[config.mk]
export PLATFORM = sky130hd
export DESIGN_NAME = ps2_note_encoder_flat
export DESIGN_NICKNAME = d
export VERILOG_FILES = /design/src/rtl/ps2_note_encoder_pkg.sv /design/src/rtl/ps2_note_encoder_if.sv /design/src/rtl/ps2_note_encoder_keymap.sv /design/src/rtl/ps2_note_encoder.sv /design/src/flat_wrapper.sv
export SDC_FILE = /design/constraint.sdc
export NUM_CORES = 1
export LEC_CHECK = 0
export ABC_CLOCK_PERIOD_IN_PS = 4000
export BUFFER_PORTS_ARGS = -buffer_cell sky130_fd_sc_hd__clkbuf_2
export CORE_MARGIN = 2
export CORE_UTILIZATION = 52
export CTS_BUF_LIST = sky130_fd_sc_hd__clkbuf_8
export CTS_CLUSTER_DIAMETER = 100
export DETAILED_ROUTE_END_ITERATION = 8
export PLACE_DENSITY_LB_ADDON = 0.15
export SYNTH_ARGS = -nofsm -noshare
export SYNTH_HDL_FRONTEND = slang
export SYNTH_SLANG_ARGS = --single-unit
[constraint.sdc]
create_clock -name clk -period 4 [get_ports clk]
set_input_delay 0.6 -clock clk [delete_from_list [all_inputs] [get_ports clk]]
set_output_delay 0.6 -clock clk [all_outputs]
set_load 0.01 [all_outputs]
[src/rtl/ps2_note_encoder_pkg.sv]
// Shared constants for the PS/2 note path: scan codes, note encodings, FSM states, widths.
package ps2_synth_pkg;

  localparam int NOTE_W = 4;
  localparam int OCT_W  = 3;

  localparam logic [7:0] SC_BREAK   = 8'hF0;
  localparam logic [7:0] SC_EXT     = 8'hE0;
  localparam logic [7:0] SC_C       = 8'h1C;
  localparam logic [7:0] SC_CS      = 8'h1D;
  localparam logic [7:0] SC_D       = 8'h1B;
  localparam logic [7:0] SC_DS      = 8'h24;
  localparam logic [7:0] SC_E       = 8'h23;
  localparam logic [7:0] SC_F       = 8'h2B;
  localparam logic [7:0] SC_FS      = 8'h2C;
  localparam logic [7:0] SC_G       = 8'h34;
  localparam logic [7:0] SC_GS      = 8'h35;
  localparam logic [7:0] SC_A       = 8'h33;
  localparam logic [7:0] SC_AS      = 8'h3C;
  localparam logic [7:0] SC_B       = 8'h3B;
  localparam logic [7:0] SC_HI_C    = 8'h42;
  localparam logic [7:0] SC_OCT_DN  = 8'h1A;
  localparam logic [7:0] SC_OCT_UP  = 8'h22;

  localparam logic [NOTE_W-1:0] N_C  = 4'd0;
  localparam logic [NOTE_W-1:0] N_CS = 4'd1;
  localparam logic [NOTE_W-1:0] N_D  = 4'd2;
  localparam logic [NOTE_W-1:0] N_DS = 4'd3;
  localparam logic [NOTE_W-1:0] N_E  = 4'd4;
  localparam logic [NOTE_W-1:0] N_F  = 4'd5;
  localparam logic [NOTE_W-1:0] N_FS = 4'd6;
  localparam logic [NOTE_W-1:0] N_G  = 4'd7;
  localparam logic [NOTE_W-1:0] N_GS = 4'd8;
  localparam logic [NOTE_W-1:0] N_A  = 4'd9;
  localparam logic [NOTE_W-1:0] N_AS = 4'd10;
  localparam logic [NOTE_W-1:0] N_B  = 4'd11;

  localparam logic [1:0] ST_IDLE      = 2'd0;
  localparam logic [1:0] ST_BREAK     = 2'd1;
  localparam logic [1:0] ST_EXT       = 2'd2;
  localparam logic [1:0] ST_EXT_BREAK = 2'd3;

endpackage

[src/rtl/ps2_note_encoder_if.sv]
// Byte-in / note-event-out bundle between the PS/2 receiver, the encoder and the ALU controller.
interface ps2_note_encoder_if;
  import ps2_synth_pkg::*;

  // scan_valid is a one-cycle strobe with no ready: the encoder accepts every byte,
  // including strobes on consecutive cycles. note_in / note_off are one-cycle pulses.
  logic [7:0]        scan_code;
  logic              scan_valid;
  logic              note_in;
  logic [NOTE_W-1:0] note;
  logic [OCT_W-1:0]  octave;
  logic              note_off;
  logic              key_held;
  logic [OCT_W-1:0]  oct_sel;
  logic [1:0]        fsm_state;

  modport master (
    output scan_code, scan_valid,
    input  note_in, note, octave, note_off, key_held, oct_sel, fsm_state
  );

  modport slave (
    input  scan_code, scan_valid,
    output note_in, note, octave, note_off, key_held, oct_sel, fsm_state
  );

endinterface

[src/rtl/ps2_note_encoder_keymap.sv]
// Combinational decode of a set-2 make code into note / octave-key functions.
module ps2_keymap
  import ps2_synth_pkg::*;
(
  input  logic [7:0]        scan_code,
  output logic              is_note,
  output logic [NOTE_W-1:0] note,
  output logic              oct_bump,
  output logic              is_oct_up,
  output logic              is_oct_down
);

  always_comb begin
    is_note     = 1'b1;
    note        = N_C;
    oct_bump    = 1'b0;
    is_oct_up   = 1'b0;
    is_oct_down = 1'b0;
    case (scan_code)
      SC_C:      note = N_C;
      SC_CS:     note = N_CS;
      SC_D:      note = N_D;
      SC_DS:     note = N_DS;
      SC_E:      note = N_E;
      SC_F:      note = N_F;
      SC_FS:     note = N_FS;
      SC_G:      note = N_G;
      SC_GS:     note = N_GS;
      SC_A:      note = N_A;
      SC_AS:     note = N_AS;
      SC_B:      note = N_B;
      SC_HI_C:   oct_bump = 1'b1;
      SC_OCT_UP: begin is_note = 1'b0; is_oct_up = 1'b1; end
      SC_OCT_DN: begin is_note = 1'b0; is_oct_down = 1'b1; end
      default:   is_note = 1'b0;
    endcase
  end

endmodule

[src/rtl/ps2_note_encoder.sv]
// PS/2 byte stream to note events: make/break prefix FSM, held-key tracking, octave select.
module ps2_note_encoder
  import ps2_synth_pkg::*;
#(
  parameter int DEFAULT_OCTAVE = 4,
  parameter int MAX_OCTAVE     = 6
) (
  input  logic                clk,
  input  logic                reset,
  ps2_note_encoder_if.slave   bus
);

  localparam logic [OCT_W-1:0] OCT_DEF = OCT_W'(DEFAULT_OCTAVE);
  localparam logic [OCT_W-1:0] OCT_MAX = OCT_W'(MAX_OCTAVE);

  logic [1:0]        state;
  logic [7:0]        held_code;
  logic              key_held;
  logic              note_in;
  logic              note_off;
  logic [NOTE_W-1:0] note;
  logic [OCT_W-1:0]  octave;
  logic [OCT_W-1:0]  oct_sel;

  logic              km_is_note;
  logic [NOTE_W-1:0] km_note;
  logic              km_bump;
  logic              km_up;
  logic              km_down;
  logic [OCT_W-1:0]  oct_up_sat;
  logic [OCT_W-1:0]  oct_dn_sat;
  logic              held_match;

  ps2_keymap u_keymap (
    .scan_code   (bus.scan_code),
    .is_note     (km_is_note),
    .note        (km_note),
    .oct_bump    (km_bump),
    .is_oct_up   (km_up),
    .is_oct_down (km_down)
  );

  assign oct_up_sat = (oct_sel == OCT_MAX) ? OCT_MAX : oct_sel + OCT_W'(1);
  assign oct_dn_sat = (oct_sel == '0) ? '0 : oct_sel - OCT_W'(1);
  assign held_match = key_held && (bus.scan_code == held_code);

  always_ff @(posedge clk or negedge reset) begin
    if (!reset) begin
      state     <= ST_IDLE;
      held_code <= '0;
      key_held  <= 1'b0;
      note_in   <= 1'b0;
      note_off  <= 1'b0;
      note      <= N_C;
      octave    <= OCT_DEF;
      oct_sel   <= OCT_DEF;
    end else begin
      note_in  <= 1'b0;
      note_off <= 1'b0;
      if (bus.scan_valid) begin
        case (state)
          ST_IDLE: begin
            if (bus.scan_code == SC_BREAK) begin
              state <= ST_BREAK;
            end else if (bus.scan_code == SC_EXT) begin
              state <= ST_EXT;
            end else if (km_is_note) begin
              // A repeat of the held key is typematic; any other note steals the voice.
              if (!held_match) begin
                note_in   <= 1'b1;
                note      <= km_note;
                octave    <= km_bump ? oct_up_sat : oct_sel;
                key_held  <= 1'b1;
                held_code <= bus.scan_code;
              end
            end else if (km_up) begin
              oct_sel <= oct_up_sat;
            end else if (km_down) begin
              oct_sel <= oct_dn_sat;
            end
          end
          ST_BREAK: begin
            state <= ST_IDLE;
            if (held_match) begin
              note_off <= 1'b1;
              key_held <= 1'b0;
            end
          end
          ST_EXT:  state <= (bus.scan_code == SC_BREAK) ? ST_EXT_BREAK : ST_IDLE;
          default: state <= ST_IDLE;
        endcase
      end
    end
  end

  assign bus.note_in   = note_in;
  assign bus.note      = note;
  assign bus.octave    = octave;
  assign bus.note_off  = note_off;
  assign bus.key_held  = key_held;
  assign bus.oct_sel   = oct_sel;
  assign bus.fsm_state = state;

endmodule

[src/flat_wrapper.sv]
// flat-port wrapper written by rule: the top's interface ports become plain ports
module ps2_note_encoder_flat import ps2_synth_pkg::*;
#(
  parameter int DEFAULT_OCTAVE = 4,
  parameter int MAX_OCTAVE     = 6
)
  (clk, reset, bus_scan_code, bus_scan_valid, bus_note_in, bus_note, bus_octave, bus_note_off, bus_key_held, bus_oct_sel, bus_fsm_state);
  ps2_note_encoder_if bus_i ();
  input  logic clk;
  input  logic reset;
  input wire logic [$bits(bus_i.scan_code)-1:0] bus_scan_code;
  input wire logic [$bits(bus_i.scan_valid)-1:0] bus_scan_valid;
  output wire logic [$bits(bus_i.note_in)-1:0] bus_note_in;
  output wire logic [$bits(bus_i.note)-1:0] bus_note;
  output wire logic [$bits(bus_i.octave)-1:0] bus_octave;
  output wire logic [$bits(bus_i.note_off)-1:0] bus_note_off;
  output wire logic [$bits(bus_i.key_held)-1:0] bus_key_held;
  output wire logic [$bits(bus_i.oct_sel)-1:0] bus_oct_sel;
  output wire logic [$bits(bus_i.fsm_state)-1:0] bus_fsm_state;
  assign bus_i.scan_code = bus_scan_code;
  assign bus_i.scan_valid = bus_scan_valid;
  assign bus_note_in = bus_i.note_in;
  assign bus_note = bus_i.note;
  assign bus_octave = bus_i.octave;
  assign bus_note_off = bus_i.note_off;
  assign bus_key_held = bus_i.key_held;
  assign bus_oct_sel = bus_i.oct_sel;
  assign bus_fsm_state = bus_i.fsm_state;
  ps2_note_encoder #(.DEFAULT_OCTAVE(DEFAULT_OCTAVE), .MAX_OCTAVE(MAX_OCTAVE)) u_core (.clk(clk), .reset(reset), .bus(bus_i));
endmodule
==> flow_summary_export.csv <==
group,metric,value,unit
detailed_routing,vias,1204,
global_route,track_usage,0.203,
timing,worst_slew_pin_slew,0.628,ns
synthesis,syn_area_per_cell,10.7,um^2
cts,cts_tree,"yes",
worst_setup_path,path_delay_family,"simple AND/OR/NAND/NOR gates",
timing,fin_tns_setup,0,ns
cells_and_area,syn2layout_area_growth,10.9,%
cells_and_area,finalNetCount,186,
worst_setup_path,ff2ff_setup_slack,1.98,ns
global_route,grt_overflow,0,
placement,dpl_cell_area,0.00168,mm^2
cells_and_area,nFillCells,242,
placement,port_buffers,25,
cts,ctsResizeCount,0,
detailed_routing,drt_wl_total,3250,um
timing,slew_violations,0,
die,die_area,0.00346,mm^2
die,start_util,0.557,
synthesis,syn_area,0.00156,mm^2
timing,finalCritPeriodShare,0.644,
worst_setup_path,path_cells,"clkbuf_2 -> or4b_4 -> a2111oi_4 -> a2111oi_4 -> nor2_4 -> mux2_2",
global_route,grt_pass1_vias,1135,
worst_setup_path,worst-path-buf-inv,1,
worst_setup_path,slowest_delay,0.61,ns
cts,clock-root-buffer,"clkbuf_8",
synthesis,ys_ff_latch,23,
timing,rsz0062_at_grt,"false",
synthesis,synthCells,146,
worst_setup_path,crit_top_cell,"a2111oi_4",
worst_setup_path,r2r-start,"u_core.bus.fsm_state[0]",
worst_setup_path,worst_ep_required_time,4.16,ns
power,irDropWorstVdd,317,uV
timing,fin_crit,2.57,ns
timing,finalHoldViolCount,0,
die,coreArea,0.00281,mm^2
cts,cts_htree_levels,1,
power,power_density,352,mW/mm^2
synthesis,synth_edf_count,0,
worst_setup_path,endpoint_kind,"flop",
worst_setup_path,critPathLaunch,"bus_scan_code[0]",
cts,cts.sinks,23,
detailed_routing,drc,2,
power,p_leak,0.775,nW
worst_setup_path,worstSetupPathType,"in -> reg",
worst_setup_path,critical_path_peak_fanout,14,
cts,cts_setup_buffers,0,
synthesis,synth_warnings,0,
detailed_routing,avgRoutedWirePerCell,16.3,um
synthesis,yosysUniqueCellTypes,53,
worst_setup_path,critPathSlowestCell,"or4b_4",
global_route,grt_max_degree,24,
cells_and_area,fin_area,0.00173,mm^2
status,violations,"DRC",
placement,gp_congestion,0.844,
placement,dp.final_hpwl,2350,um
cells_and_area,drive_above_1_share,0.325,
timing,finClkSkew,0.00179,ns
worst_setup_path,worst-path-stages,6,
global_route,grt_pass1_wl,5350,um
cts,cts-buffers-inserted,3,
cells_and_area,fin_util,0.618,
cells_and_area,fin_cells,200,
timing,fmax,388,MHz
die,fp.dieW,58.8,um
detailed_routing,ant_nets,0,
die,die-height,58.8,um
die,rows,19,
synthesis,async_flop_share,1.00,
worst_setup_path,reg2reg_depth,5,
timing,setup_viol,0,
power,power,609,uW
cts,worstSkewPairLatency,0.26,ns
status,status,"complete, but fails checks",
cts,clkTransAtPathRegs,0.08,ns
cts,clk_path_buf_depth,2,
cts,cts_hold_buffers,0,
timing,relSlewSlack,0.578,
global_route,antenna_found_initial,0,
detailed_routing,drtIter0Drc,44,
cells_and_area,antenna_cells,0,
synthesis,synth_nets,162,
worst_setup_path,startpoint_type,"input port",
detailed_routing,first_pass_iters,6,
hold_path,hp-class,"in -> async",
worst_setup_path,crit_path_end,"u_core.bus.note[3]",
job,max_cap_viol_count,0,
synthesis,ys_seq_area_frac,0.370,
synthesis,synth_flop_cell,"dfrtp_1",
worst_setup_path,cp.arrival,2.73,ns
worst_setup_path,r2r-end,"u_core.bus.note[3]",
placement,dp_cells,196,
die,io_pins,26,
detailed_routing,vias_per_cell,6.02,
[worst min-delay path by stage]
stage                  startpoint  slack [ns]                 endpoint
2_1_floorplan               reset        0.30  u_core.bus.fsm_state[0]
6_report                    reset        0.31  u_core.bus.fsm_state[1]
3_5_place_dp   u_core.bus.note[2]        0.48       u_core.bus.note[2]
4_1_cts                     reset        0.31       u_core.bus.note[0]
5_1_grt                     reset        0.35      u_core.held_code[4]
3_3_place_gp   u_core.bus.note[0]        0.47       u_core.bus.note[0]
[cell type report]
| cell class | instances | area, um^2 | share of cell area |
|---|---|---|---|
| Inverter | 10 | 37.5 | 0.0217 |
| Multi-Input combinational cell | 107 | 905 | 0.522 |
| Sequential cell | 23 | 578 | 0.334 |
| Clock inverter | 1 | 7.51 | 0.00433 |
| Timing Repair Buffer | 25 | 125 | 0.0722 |
| Tap cell | 31 | 38.8 | 0.0224 |
| Clock buffer | 3 | 41.3 | 0.0238 |
[cell usage after synthesis (3+ instances only)]
library cell	instances	area share
inv_1	10	0.024
nand2b_1	4	0.016
nand3_1	5	0.016
o21ai_0	8	0.026
nand3b_1	3	0.014
dfrtp_1	21	0.34
xnor2_1	8	0.045
ha_1	5	0.040
mux2_4	8	0.077
mux2_2	4	0.029
buf_2	3	0.0096
a21oi_1	5	0.016
nor2_1	7	0.017
nor3_1	3	0.0096
nand2_1	5	0.012
[per-layer routing]
layer	up-vias	wire length (um)	part of all wire	global-route usage
met3	2	140	0.043	0.0484
met4	0	13	0.0040	0.0422
met1	589	1510	0.47	0.283
li1	579	-	-	-
met2	34	1580	0.49	0.322
met5	-	0	0	0
[metrics by stage]
step                      setup WS (ns)  hold slack [ns]
after global placement             1.23            0.471
after floorplan                    1.65            0.304
after global routing               1.34            0.346
after detailed placement           1.13            0.485
after CTS                          1.42            0.315
final                              1.43            0.310
[sequential cells by signal (all words and copies together) (netlist names)]
register	cells
u_core.bus.note	4
u_core.bus.octave	3
u_core.bus.oct_sel	3
u_core.held_code	8
u_core.bus.note_in	1
u_core.bus.note_off	1
u_core.bus.key_held	1
u_core.bus.fsm_state	2
[cell families (layout without fill, tap and decap cells)]
kind of cell | Yosys count | after routing | share of synthesized area
AO/OA/AOI/OAI | 32 | 32 | 0.172
XOR/XNOR | 9 | 9 | 0.0504
buffers and inverters | 16 | 39 | 0.0512
adder cells (fa/ha/maj) | 5 | 5 | 0.0400
flip-flops | 23 | 23 | 0.370
AND/OR/NAND/NOR | 45 | 45 | 0.183
multiplexers | 16 | 16 | 0.133
[report_power, final]
group | internal [mW] | switching [mW] | leakage [nW]
combinational | 0.0876 | 0.0826 | 0.455
sequential | 0.268 | 0.0256 | 0.298
clock | 0.0705 | 0.0748 | 0.0217
total | 0.426 | 0.183 | 0.775
[cells in the final DEF (no fill, tap or decap), drive strengths merged, types with 2 or more instances in the layout]
cell type and n:
a211oi 2, or3b 2, clkbuf 28, a31oi 2
nor2 8, inv 10, dfrtp 21, a21oi 5
a2111oi 2, o21ai 8, o21a 2, nand2b 4
or4 2, nand2 5, mux2 14, o41ai 2
dfstp 2, nand3 5, o31ai 2, xnor2 8
nor3 3, ha 5, nor3b 2, nand3b 3
mux2i 2
[worst reg2reg max path: cells and delay by family (launching register included)]
| kind | cells | cell delay (ns) |
|---|---|---|
| multiplexers | 1 | 0.40 |
| AO/OA/AOI/OAI | 2 | 0.40 |
| AND/OR/NAND/NOR | 2 | 0.69 |
| flip-flops | 1 | 0.43 |
Note: power is estimated with default switching activity, not from simulation.
